--- config.mk ---
export PLATFORM = sky130hd
export DESIGN_NAME = led_seq_ctrl
export DESIGN_NICKNAME = d
export VERILOG_FILES = /design/src/rtl/led_ctrl_pkg.sv /design/src/rtl/btn_debounce.sv /design/src/rtl/led_seq_ctrl.sv
export SDC_FILE = /design/constraint.sdc
export NUM_CORES = 1
export LEC_CHECK = 0
export BUFFER_PORTS_ARGS = -buffer_cell sky130_fd_sc_hd__buf_2
export CORE_ASPECT_RATIO = 1.5
export CORE_MARGIN = 2
export CORE_UTILIZATION = 55
export CTS_CLUSTER_DIAMETER = 80
export DETAILED_ROUTE_END_ITERATION = 10
export PLACE_DENSITY = 0.87
export SLEW_MARGIN = 15
export SYNTH_ARGS = -nofsm -noshare
export SYNTH_HDL_FRONTEND = slang
export SYNTH_SLANG_ARGS = --single-unit
--- constraint.sdc ---
create_clock -name clk_i -period 2.7 [get_ports clk_i]
set_clock_uncertainty 0.15 [all_clocks]
set_input_delay 0.54 -clock clk_i [delete_from_list [all_inputs] [get_ports clk_i]]
set_output_delay 0.54 -clock clk_i [all_outputs]
set_load 0.01 [all_outputs]
--- src/rtl/led_ctrl_pkg.sv ---
// Shared constants for the LED colour-stepping controller.
//   MODE_*      : encodings of the 2-bit mode input (2'b11 is reserved and acts as HOLD)
//   state_e     : controller FSM states
//   COLOUR_*    : the two colour codes the datapath must never sit on
package led_ctrl_pkg;

  localparam logic [1:0] MODE_MANUAL = 2'b00;
  localparam logic [1:0] MODE_HOLD   = 2'b01;
  localparam logic [1:0] MODE_AUTO   = 2'b10;
  localparam logic [1:0] MODE_RSVD   = 2'b11;

  typedef enum logic [1:0] {
    S_INIT = 2'b00,
    S_IDLE = 2'b01,
    S_RUN  = 2'b10,
    S_FIX  = 2'b11
  } state_e;

  localparam logic [2:0] COLOUR_ALL_OFF = 3'b000;
  localparam logic [2:0] COLOUR_ALL_ON  = 3'b111;

  function automatic logic colour_illegal(input logic [2:0] colour);
    return (colour == COLOUR_ALL_OFF) || (colour == COLOUR_ALL_ON);
  endfunction

endpackage

--- src/rtl/btn_debounce.sv ---
// Push-button conditioner: 2-FF synchroniser followed by a stability filter.
// The filtered level only follows the synchronised input once that input has
// differed from it for DEBOUNCE_CYCLES consecutive cycles.
//   clk_i    : clock
//   rst_ni   : asynchronous active-low reset
//   btn_i    : raw asynchronous button, active-high
//   btn_db_o : debounced button level
module btn_debounce #(
  parameter int unsigned DEBOUNCE_CYCLES = 16
) (
  input  logic clk_i,
  input  logic rst_ni,
  input  logic btn_i,
  output logic btn_db_o
);

  localparam int unsigned CntW = (DEBOUNCE_CYCLES > 1) ? $clog2(DEBOUNCE_CYCLES) : 1;
  localparam logic [CntW-1:0] CntLast = CntW'(DEBOUNCE_CYCLES - 1);

  logic [1:0]      sync_q, sync_d;
  logic [CntW-1:0] cnt_q, cnt_d;
  logic            db_q, db_d;
  logic            btn_s;

  assign btn_s = sync_q[1];

  always_comb begin
    sync_d = {sync_q[0], btn_i};
    cnt_d  = '0;
    db_d   = db_q;
    // Any cycle where btn_s agrees with the filtered level restarts the count.
    if (btn_s != db_q) begin
      if (cnt_q == CntLast) begin
        db_d = btn_s;
      end else begin
        cnt_d = cnt_q + CntW'(1);
      end
    end
  end

  always_ff @(posedge clk_i or negedge rst_ni) begin
    if (!rst_ni) begin
      sync_q <= 2'b00;
      cnt_q  <= '0;
      db_q   <= 1'b0;
    end else begin
      sync_q <= sync_d;
      cnt_q  <= cnt_d;
      db_q   <= db_d;
    end
  end

  assign btn_db_o = db_q;

endmodule

--- src/rtl/led_seq_ctrl.sv ---
// Sequencing controller for the 3-bit LED colour datapath. Issues one-cycle
// step/load strobes; holds no colour state itself.
//   clk_i       : clock, rising edge
//   rst_ni      : asynchronous active-low reset
//   button_i    : raw push-button, active-high
//   mode_i      : 00 MANUAL, 01 HOLD, 10 AUTO, 11 reserved (acts as HOLD)
//   colour_i    : current colour fed back from the datapath
//   step_o      : datapath increments colour on the next edge
//   load_o      : datapath loads load_val_o on the next edge
//   load_val_o  : constant INIT_COLOUR
//   running_o   : high while the FSM is in S_RUN
//   fix_count_o : number of illegal-colour reloads, saturating at 255
module led_seq_ctrl
  import led_ctrl_pkg::*;
#(
  parameter int unsigned DEBOUNCE_CYCLES = 16,
  parameter int unsigned STEP_DIV        = 25,
  parameter logic [2:0]  INIT_COLOUR     = 3'b001
) (
  input  logic       clk_i,
  input  logic       rst_ni,
  input  logic       button_i,
  input  logic [1:0] mode_i,
  input  logic [2:0] colour_i,
  output logic       step_o,
  output logic       load_o,
  output logic [2:0] load_val_o,
  output logic       running_o,
  output logic [7:0] fix_count_o
);

  localparam int unsigned DivW = (STEP_DIV > 1) ? $clog2(STEP_DIV) : 1;
  localparam logic [DivW-1:0] DivLast = DivW'(STEP_DIV - 1);

  state_e          state_q;
  logic            step_q, load_q, running_q, btn_db_q;
  logic [DivW-1:0] div_q;
  logic [7:0]      fix_q;

  logic btn_db, btn_rise, run_cond, is_manual, illegal_chk;

  btn_debounce #(
    .DEBOUNCE_CYCLES(DEBOUNCE_CYCLES)
  ) u_btn_debounce (
    .clk_i   (clk_i),
    .rst_ni  (rst_ni),
    .btn_i   (button_i),
    .btn_db_o(btn_db)
  );

  assign btn_rise  = btn_db & ~btn_db_q;
  assign is_manual = (mode_i == MODE_MANUAL);
  assign run_cond  = (mode_i == MODE_AUTO) ||
                     (((mode_i == MODE_HOLD) || (mode_i == MODE_RSVD)) && btn_db);
  // While a load strobe is out, colour_i still shows the pre-load value; judging it
  // then would trigger a second, spurious fix for the same event.
  assign illegal_chk = colour_illegal(colour_i) & ~load_q;

  always_ff @(posedge clk_i or negedge rst_ni) begin
    if (!rst_ni) begin
      state_q   <= S_INIT;
      step_q    <= 1'b0;
      load_q    <= 1'b0;
      running_q <= 1'b0;
      btn_db_q  <= 1'b0;
      div_q     <= '0;
      fix_q     <= '0;
    end else begin
      step_q    <= 1'b0;
      load_q    <= 1'b0;
      running_q <= 1'b0;
      btn_db_q  <= btn_db;
      unique case (state_q)
        S_INIT: begin
          load_q  <= 1'b1;
          state_q <= S_IDLE;
        end
        S_IDLE: begin
          if (illegal_chk) begin
            state_q <= S_FIX;
          end else if (run_cond) begin
            state_q   <= S_RUN;
            running_q <= 1'b1;
            div_q     <= '0;
          end else if (is_manual && btn_rise) begin
            step_q <= 1'b1;
          end
        end
        S_RUN: begin
          if (illegal_chk) begin
            state_q <= S_FIX;
            div_q   <= '0;
          end else if (!run_cond) begin
            // Partial interval is dropped; the next run starts a fresh count.
            state_q <= S_IDLE;
            div_q   <= '0;
          end else begin
            running_q <= 1'b1;
            if (div_q == DivLast) begin
              step_q <= 1'b1;
              div_q  <= '0;
            end else begin
              div_q <= div_q + DivW'(1);
            end
          end
        end
        S_FIX: begin
          load_q  <= 1'b1;
          state_q <= S_IDLE;
          if (fix_q != 8'hFF) begin
            fix_q <= fix_q + 8'd1;
          end
        end
        default: state_q <= S_INIT;
      endcase
    end
  end

  assign step_o      = step_q;
  assign load_o      = load_q;
  assign load_val_o  = INIT_COLOUR;
  assign running_o   = running_q;
  assign fix_count_o = fix_q;

endmodule
==> flow_summary.yaml, run 1 <==
clock_network:
  cts_hold_buf: 0
  root_buffer: "clkbuf_4"
  worst_skew_pair.late_latency_ns: 0.32
  numClockSinks: 26
  post_cts_resize_count: 0
  clk_path_buf_depth: 2
  path_clk_slew_ns: 0.14
  cts_buffers: 3
  ctsHtreeMaxLevel: 1
  cts_setup_buffers: 0
  cts_tree: "yes"
sta:
  relSlewSlack: 0.627
  slew_viol_final: 0
  max_freq_mhz: 574
  grt_setup_unrepaired: "no"
  tns_ns: 0
  finalCritPeriodShare: 0.645
  setup_violations: 0
  period_needed_ns: 1.74
  worstMarginPinSlew_ns: 0.560
  hold_viol_final: 0
power_and_ir_drop:
  clockPowerShare: 0.211
  seq_power_share: 0.457
  ir_worst_vdd_mv: 0.531
  power_switching_share: 0.352
  powerDensity_nw_per_um2: 855
  power.share.combinational: 0.332
  p_leak_uw: 0.000700
  internal_power_uw: 815
  p_sw_uw: 442
  finalPower_uw: 1260
die:
  start_util: 0.588
  ios: 22
  fp.dieH_um: 64.2
  rows: 21
  core_area_um2: 2260
  die_width_um: 44.1
  fp.dieArea_um2: 2830
final_layout:
  diodes: 0
  mostFrequentLayoutCells: "dfrtp_1 (26), buf_2 (18), nand3_1 (8), ha_1 (8)"
  num-fill-cells: 188
  nets: 151
  finalNonFillerCells: 157
  layout_commonest_cell: "dfrtp_1"
  drive_gt1_frac: 0.239
  layout-area-overhead-vs-synth_pct: 10.6
placement:
  dp.cells: 153
  gp_congestion: 0.776
  dp_hpwl_mm: 1.72
  io_buffers: 18
job:
  drv_cap: 0
global_routing:
  grt_pass1_vias: 968
  track_usage: 0.190
  grt_overflow_total: 0
  antenna_found_initial: 0
  grt_max_degree: 27
  grt_pass1_wl_mm: 4.10
worst_setup_path:
  worst-setup-path-type: "reg -> reg"
  crit_fanout: 6
  cp-start-kind: "register"
  crit_required_ns: 2.77
  worstPathArrival_ns: 1.82
  cp-end-kind: "register"
route:
  avgViaCountPerCell: 5.85
  drt_wl_total_mm: 2.26
  drc: 0
  wire_per_inst_um: 14.4
  dr_total_vias: 919
  first_iter_violations: 22
  ant_nets: 0
  drtPass1Iterations: 2
status:
  status: "complete, no violations"
synth:
  synth-edff-count: 0
  synthCells: 115
  synthFlopType: "dfrtp_1"
  yosys_warnings: 0
  syn_area_um2: 1330
  seq_area_frac_synth: 0.490
  synth_cell_types: 38
  ys_ff_latch: 26
  async_reset_ff_frac: 1.00
  avgSynthCellArea_um2: 11.6
worst_hold_path:
  hold_path_class: "in -> async"
[routing by layer]
metal | part of all wire | track usage | up-vias
met2 | 0.55 | 0.333 | 18
met5 | 0 | 0 | -
li1 | - | - | 446
met4 | 0.012 | 0.0795 | 0
met1 | 0.40 | 0.224 | 453
met3 | 0.037 | 0.0254 | 2
[logic make-up (layout without fill, tap and decap cells)]
family / after synthesis / count (layout) / share of synthesized area
AOI/OAI and AO/OA: 18 / 18 / 0.117
xor gates and xnor gates: 9 / 9 / 0.0593
adders and majority gates: 8 / 8 / 0.0753
buffers and inverters: 9 / 27 / 0.0395
DFF: 26 / 26 / 0.490
muxes: 5 / 5 / 0.0508
other: 2 / 3 / 0.00565
and+or+nand+nor: 38 / 38 / 0.163
[metrics by stage]
step | area (um^2) | setup slack [ns] | utilization | hold slack (ns)
floorplan | 1330 | 0.859 | - | 0.0944
global placement | 1420 | 0.702 | 0.627 | 0.184
detailed placement | 1420 | 0.662 | 0.627 | 0.196
CTS | 1470 | 0.956 | 0.651 | 0.0454
global route | 1470 | 0.834 | 0.651 | 0.0622
finish | 1470 | 0.957 | 0.651 | 0.0375
[power by group through the flow]
| stage | Clock [uW] | Combinational (uW) | Sequential [uW] |
|---|---|---|---|
| 2_1_floorplan | 0 | 277 | 592 |
| 3_3_place_gp | 0 | 404 | 577 |
| 3_5_place_dp | 0 | 419 | 585 |
| 4_1_cts | 273 | 424 | 576 |
| 5_1_grt | 285 | 483 | 594 |
| 6_report | 265 | 417 | 575 |
[final timing paths]
path                                          start  depth (start not counted)                       end  slack [ns]
max                                  fix_count_o[0]                          4            fix_count_o[1]        0.96
min                                          rst_ni                          1                 running_o        0.04
max reg2reg                          fix_count_o[0]                          4            fix_count_o[1]        0.96
min reg2reg                u_btn_debounce.sync_q[0]                          0  u_btn_debounce.sync_q[1]        0.22
max in group asynchronous                    rst_ni                          1   u_btn_debounce.cnt_q[3]        2.00
min in group clk_i                         button_i                          1  u_btn_debounce.sync_q[0]        0.17
[Yosys cell counts (all sizes together) (4+ instances only)]
master  count  share of area
ha          8          0.075
xnor2       5          0.033
xor2        4          0.026
inv         5          0.014
nor2        5          0.014
nor3        4          0.019
dfrtp      26           0.49
mux2        4          0.034
nand3       8          0.030
nand2b      4          0.019
buf         4          0.025
[cell type report]
cell class                      instances  area, um^2  share of cell area
Multi-Input combinational cell         81         629               0.428
Sequential cell                        26         651               0.443
Tap cell                               23        28.8              0.0196
Clock buffer                            3        22.5              0.0153
Inverter                                5        18.8              0.0128
Timing Repair Buffer                   18        90.1              0.0613
Clock inverter                          1        30.0              0.0204
[registers in the layout, summed over array words and instances, names as in the netlist]
signal / count
fix_count_o: 8
div_q: 5
u_btn_debounce.cnt_q: 4
state_q: 2
u_btn_debounce.sync_q: 2
btn_db_q: 1
load_o: 1
running_o: 1
step_o: 1
u_btn_debounce.btn_db_o: 1
[worst max-delay path, cell delays in order, from the launching register on]
cell and delay, ns:
dfrtp_1 0.47, ha_1 0.22, nand4_1 0.08, o21ai_1 0.35, mux2_2 0.38
(Power assumes the default switching activity.)
==> inputs of run 2 (changes only) <==
Settings changed: CORE_UTILIZATION 55 to 49, PLACE_DENSITY 0.87 to 0.83.
Clock period 2.7 ns to 1.6 ns, I/O delays scaled along.
==> run 2 against run 1 <==
Highest routed layer unchanged. Final area grew 18%. Final cell count grew 20%. Maximum frequency up 10%. Via count grew 9.4%.
==> flow_summary.yaml, run 2 (synthesis results as in run 1) <==
worst_setup_path:
  cp-end-kind: "register"
  worstPathArrival_ns: 1.59
  worstReg2RegEnd: "div_q[2]"
  crit_required_ns: 1.61
  reg2regPathDepth: 6
  cp-start-kind: "register"
  worst-setup-path-type: "reg -> reg"
  crit_fanout: 4
  regToRegSetupSlack_ns: 0.02
  r2r-start: "div_q[0]"
sta:
  tns_ns: 0
  hold_viol_final: 0
  period_needed_ns: 1.58
  finalCritPeriodShare: 0.989
  setup_slack_ns: 0.0180
  worstMarginPinSlew_ns: 0.562
  grt_setup_unrepaired: "yes"
  setup_violations: 0
  relSlewSlack: 0.626
  max_freq_mhz: 632
  slew_viol_final: 0
global_routing:
  grt_pass1_wl_mm: 4.48
  grt_max_degree: 27
  grt_pass1_vias: 1100
  grt_overflow_total: 0
  antenna_found_initial: 0
  track_usage: 0.195
clock_network:
  clk_path_buf_depth: 2
  ctsHtreeMaxLevel: 1
  cts_buffers: 3
  path_clk_slew_ns: 0.09
  cts_tree: "yes"
  root_buffer: "clkbuf_8"
  numClockSinks: 26
  worst_skew_pair.late_latency_ns: 0.27
die:
  die_width_um: 46.5
  core_area_um2: 2620
  start_util: 0.507
  fp.dieH_um: 67.8
  fp.dieArea_um2: 3150
  ios: 22
  rows: 23
route:
  avgViaCountPerCell: 5.32
  drc: 0
  dr_total_vias: 1005
  ant_nets: 0
  drt_wl_total_mm: 2.69
  drtPass1Iterations: 4
  wire_per_inst_um: 14.2
  first_iter_violations: 23
placement:
  gp_congestion: 0.750
  dp_hpwl_mm: 1.95
  io_buffers: 18
  dp.cells: 179
  place_worst_setup_slack_ns: -0.106
final_layout:
  nets: 169
  layout-area-overhead-vs-synth_pct: 30.8
  diodes: 0
  largest_reg_flops: 8
  mostFrequentLayoutCells: "dfrtp_1 (25), buf_2 (18), buf_4 (16), nand3_1 (8)"
  finalNonFillerCells: 189
  layout_commonest_cell: "dfrtp_1"
  drive_gt1_frac: 0.408
power_and_ir_drop:
  ir_worst_vdd_mv: 1.18
  p_leak_uw: 0.000800
  powerDensity_nw_per_um2: 1490
  finalPower_uw: 2590
worst_hold_path:
  min_to: "u_btn_debounce.sync_q[1]"
  hp-start: "u_btn_debounce.sync_q[0]"
  hold_path_class: "reg -> reg"
  worstHoldPathCells: 0
job:
  drv_cap: 0
status:
  status: "complete, no violations"
run 2: per-stage QoR:
| stage | area, um^2 | hold WS [ns] | utilization |
|---|---|---|---|
| after global routing | 1740 | 0.222 | 0.664 |
| after global placement | 1530 | 0.187 | 0.584 |
| after CTS | 1620 | 0.0000351 | 0.619 |
| after detailed placement | 1530 | 0.195 | 0.584 |
| after floorplan | 1340 | -0.126 | - |
| final | 1740 | 0.211 | 0.664 |
run 2: layer usage:
metal / wire length (um) / part of all wire / GRT usage / up-vias
met5: 0 / 0 / 0 / -
met4: 29 / 0.011 / 0.100 / 0
met3: 70 / 0.026 / 0.0107 / 4
met2: 1600 / 0.59 / 0.373 / 23
met1: 990 / 0.37 / 0.198 / 500
li1: - / - / - / 478
run 2: power breakdown:
| group | total [uW] | switching (uW) | internal [uW] |
|---|---|---|---|
| Clock | 538 | 203 | 334 |
| Sequential | 940 | 135 | 805 |
| Combinational | 1120 | 559 | 558 |
| Total | 2590 | 897 | 1700 |
run 2: cell type report:
cell class / count / area (um^2)
fill: 212 / 881
clock buffer: 3 / 41.3
clock inverter: 1 / 30.0
tap: 37 / 46.3
multi-input combinational: 81 / 719
inverter: 5 / 18.8
sequential: 26 / 652
timing repair buffer: 36 / 230
run 2: critical path: stages, from the launching register on:
cell	delay, ns
dfrtp_1	0.42
inv_2	0.09
ha_4	0.12
nand4b_1	0.19
nand2_4	0.15
nor3_4	0.05
a221o_1	0.30
run 2: what timing repair did:
| item | 4_1_cts | 5_1_grt |
|---|---|---|
| hold buffers | 1 | 1 |
| pin swaps | 0 | 3 |
| setup buffers | 1 | 3 |
| resized for setup | 1 | 19 |
| endpoints found under the hold margin | 26 | 1 |
| endpoints found under the setup margin | 2 | 8 |
run 2: how the worst max path moves through the flow:
stage,endpoint,from,slack [ns]
floorplan,div_q[4],colour_i[0],0.004
global placement,div_q[1],colour_i[0],-0.06
detailed placement,div_q[1],colour_i[0],-0.11
CTS,step_o,state_q[1],0.008
global route,div_q[2],div_q[0],-0.05
finish,div_q[2],div_q[0],0.02
==> inputs of run 3 (changes only) <==
Settings changed: ABC_AREA set to 1, CAP_MARGIN set to 25, CORE_MARGIN 2 to 1, CORE_UTILIZATION 49 to 50.
==> run 3 against run 2 <==
Critical path depth rose by 2. Sequential share of layout area increased by 0.50 points. Count of clock-buffer cells in the layout unchanged. Highest routed layer unchanged. Sequential cell count unchanged. Final cell count up 30%. Area after synthesis is 11% higher. Clock power down 0.7%. Core utilization is 3.8 points lower.
==> flow_summary.yaml, run 3 <==
synth:
  synth_common_cells: "nand2_1 (47), dfrtp_1 (26), inv_1 (23), nand3_1 (23), nor2_1 (14)"
  seq_area_frac_synth: 0.440
  synthCells: 184
  syn_area_um2: 1480
  synth_cell_types: 24
  yosys-top-cells-area: "dfrtp_1 (44%), nand2_1 (12%), nand3_1 (7.8%), ha_1 (6.8%), inv_1 (5.8%)"
  synthFlopType: "dfrtp_1"
  synth_top_area_frac: 0.440
  synth-edff-count: 0
  avgSynthCellArea_um2: 8.04
  synth.most_common_cell: "nand2_1"
  yosysTopAreaCell: "dfrtp_1"
  ys_ff_latch: 26
  async_reset_ff_frac: 1.00
  yosys_warnings: 0
die:
  die_width_um: 46.4
  ios: 22
  rows: 23
  start_util: 0.541
  core_area_um2: 2730
  fp.dieArea_um2: 3190
  fp.dieH_um: 68.6
final_layout:
  largest_reg_flops: 8
  layout_commonest_cell: "nand2_1"
  mostFrequentLayoutCells: "nand2_1 (47), dfrtp_1 (26), inv_1 (23), nand3_1 (23), buf_2 (18)"
  drive_gt1_frac: 0.197
  nets: 225
  diodes: 0
  finalCoreUtilization: 0.626
  layout-area-overhead-vs-synth_pct: 15.6
  num-fill-cells: 250
sta:
  period_needed_ns: 1.53
  slew_viol_final: 0
  hold_viol_final: 0
  tns_ns: 0
  max_freq_mhz: 654
  finalCritPeriodShare: 0.956
  worstMarginPinSlew_ns: 0.566
  relSlewSlack: 0.623
  setup_slack_ns: 0.0698
  setup_violations: 0
global_routing:
  track_usage: 0.203
  grt_overflow_total: 0
  grt_pass1_wl_mm: 4.60
  grt_pass1_vias: 1139
  grt_max_degree: 27
  antenna_found_initial: 0
worst_setup_path:
  crit_fanout: 5
  cp-end-kind: "register"
  cp-start-kind: "register"
  worst-setup-path-type: "reg -> reg"
  crit_required_ns: 1.62
  worstPathArrival_ns: 1.55
clock_network:
  numClockSinks: 26
  path_clk_slew_ns: 0.09
  worst_skew_pair.late_latency_ns: 0.27
  cts_tree: "yes"
  ctsHtreeMaxLevel: 1
  root_buffer: "clkbuf_8"
  cts_buffers: 3
  clk_path_buf_depth: 2
power_and_ir_drop:
  power_switching_share: 0.368
  powerDensity_nw_per_um2: 1360
  seq_power_share: 0.395
  power.share.combinational: 0.376
  p_sw_uw: 857
  p_leak_uw: 0.000922
  ir_worst_vdd_mv: 0.908
  clockPowerShare: 0.229
  internal_power_uw: 1470
route:
  ant_nets: 0
  avgViaCountPerCell: 5.05
  drtPass1Iterations: 4
  dr_total_vias: 1237
  first_iter_violations: 82
  wire_per_inst_um: 11.4
  drc: 0
  drt_wl_total_mm: 2.80
placement:
  place_worst_setup_slack_ns: 0.0899
  dp_hpwl_mm: 2.02
  io_buffers: 18
  gp_congestion: 0.810
worst_hold_path:
  hold_path_class: "reg -> reg"
job:
  drv_cap: 0
status:
  status: "complete, no violations"
## run 3: cell count changes after synthesis, moves of 3 or more
| cell | delta |
|---|---|
| inv_2 | +3 |
| o21ai_2 | +4 |
| nand2_1 | +44 |
| nand4_1 | +4 |
| nor4_1 | -3 |
| nand2b_1 | -4 |
| nand3_1 | +15 |
| inv_1 | +18 |
| mux2_2 | -4 |
| nor2_1 | +9 |
## run 3: repair_timing
| item | 4_1_cts | 5_1_grt |
|---|---|---|
| setup endpoints to repair | 0 | 5 |
| hold buffers | 2 | 0 |
| setup buffers | 0 | 3 |
| resized for setup | 0 | 1 |
| hold endpoints to repair | 27 | 0 |
## run 3: logic make-up after synthesis
group / synth area share
and+or+nand+nor: 0.295
buffers and inverters: 0.0989
DFF: 0.440
AOI/OAI and AO/OA: 0.0406
xor gates and xnor gates: 0.0533
adders and majority gates: 0.0676
other: 0.00507
## run 3: area by class of cell
cell class	count	area, um^2	share of cell area
clock buffers	3	41.3	0.0241
clock inverters	1	30.0	0.0175
inverters	27	106	0.0621
multi-input cells	126	689	0.403
flip-flops and latches	26	651	0.380
well taps	37	46.3	0.0270
repair buffers	25	148	0.0863
## run 3: power by group through the flow
stage               sequential [uW]  clock (uW)  combinational [uW]
floorplan                       943           0                 583
global placement                930           0                 822
detailed placement              934           0                 835
CTS                             922         540                 848
global route                    935         574                1020
finish                          919         534                 874
## run 3: per-stage QoR
| step | std cells | cell area [um^2] | hold slack (ns) | total power (uW) |
|---|---|---|---|---|
| floorplan | 185 | 1480 | -0.126 | 1530 |
| global placement | 236 | 1600 | 0.183 | 1750 |
| detailed placement | 236 | 1600 | 0.192 | 1770 |
| CTS | 242 | 1690 | 0.212 | 2310 |
| global route | 245 | 1710 | 0.222 | 2520 |
| finish | 245 | 1710 | 0.209 | 2330 |
## run 3: worst paths after layout
path | endpoint | slack, ns | depth (start not counted) | from
setup / recovery | div_q[0] | 0.07 | 8 | div_q[1]
hold / removal | u_btn_debounce.sync_q[1] | 0.21 | 0 | u_btn_debounce.sync_q[0]
setup reg to reg | div_q[0] | 0.07 | 8 | div_q[1]
hold reg to reg | u_btn_debounce.sync_q[1] | 0.21 | 0 | u_btn_debounce.sync_q[0]
max in group asynchronous | div_q[3] | 0.50 | 2 | rst_ni
min in group asynchronous | u_btn_debounce.cnt_q[0] | 0.42 | 2 | rst_ni
## run 3: worst max-delay path, stage by stage (launching register included)
cell and delay [ns]:
dfrtp_1 0.43, inv_1 0.07, ha_1 0.14, nand4_1 0.20, buf_4 0.21, nand2_1 0.06, nor2_1 0.04, nand3_1 0.06
nand2_1 0.05
## run 3: metal layers
layer / vias up / share of wire / GRT usage
met5: - / 0 / 0
met4: 0 / 0.023 / 0.0919
met3: 10 / 0.040 / 0.0339
met2: 41 / 0.55 / 0.382
met1: 565 / 0.38 / 0.206
li1: 621 / - / -
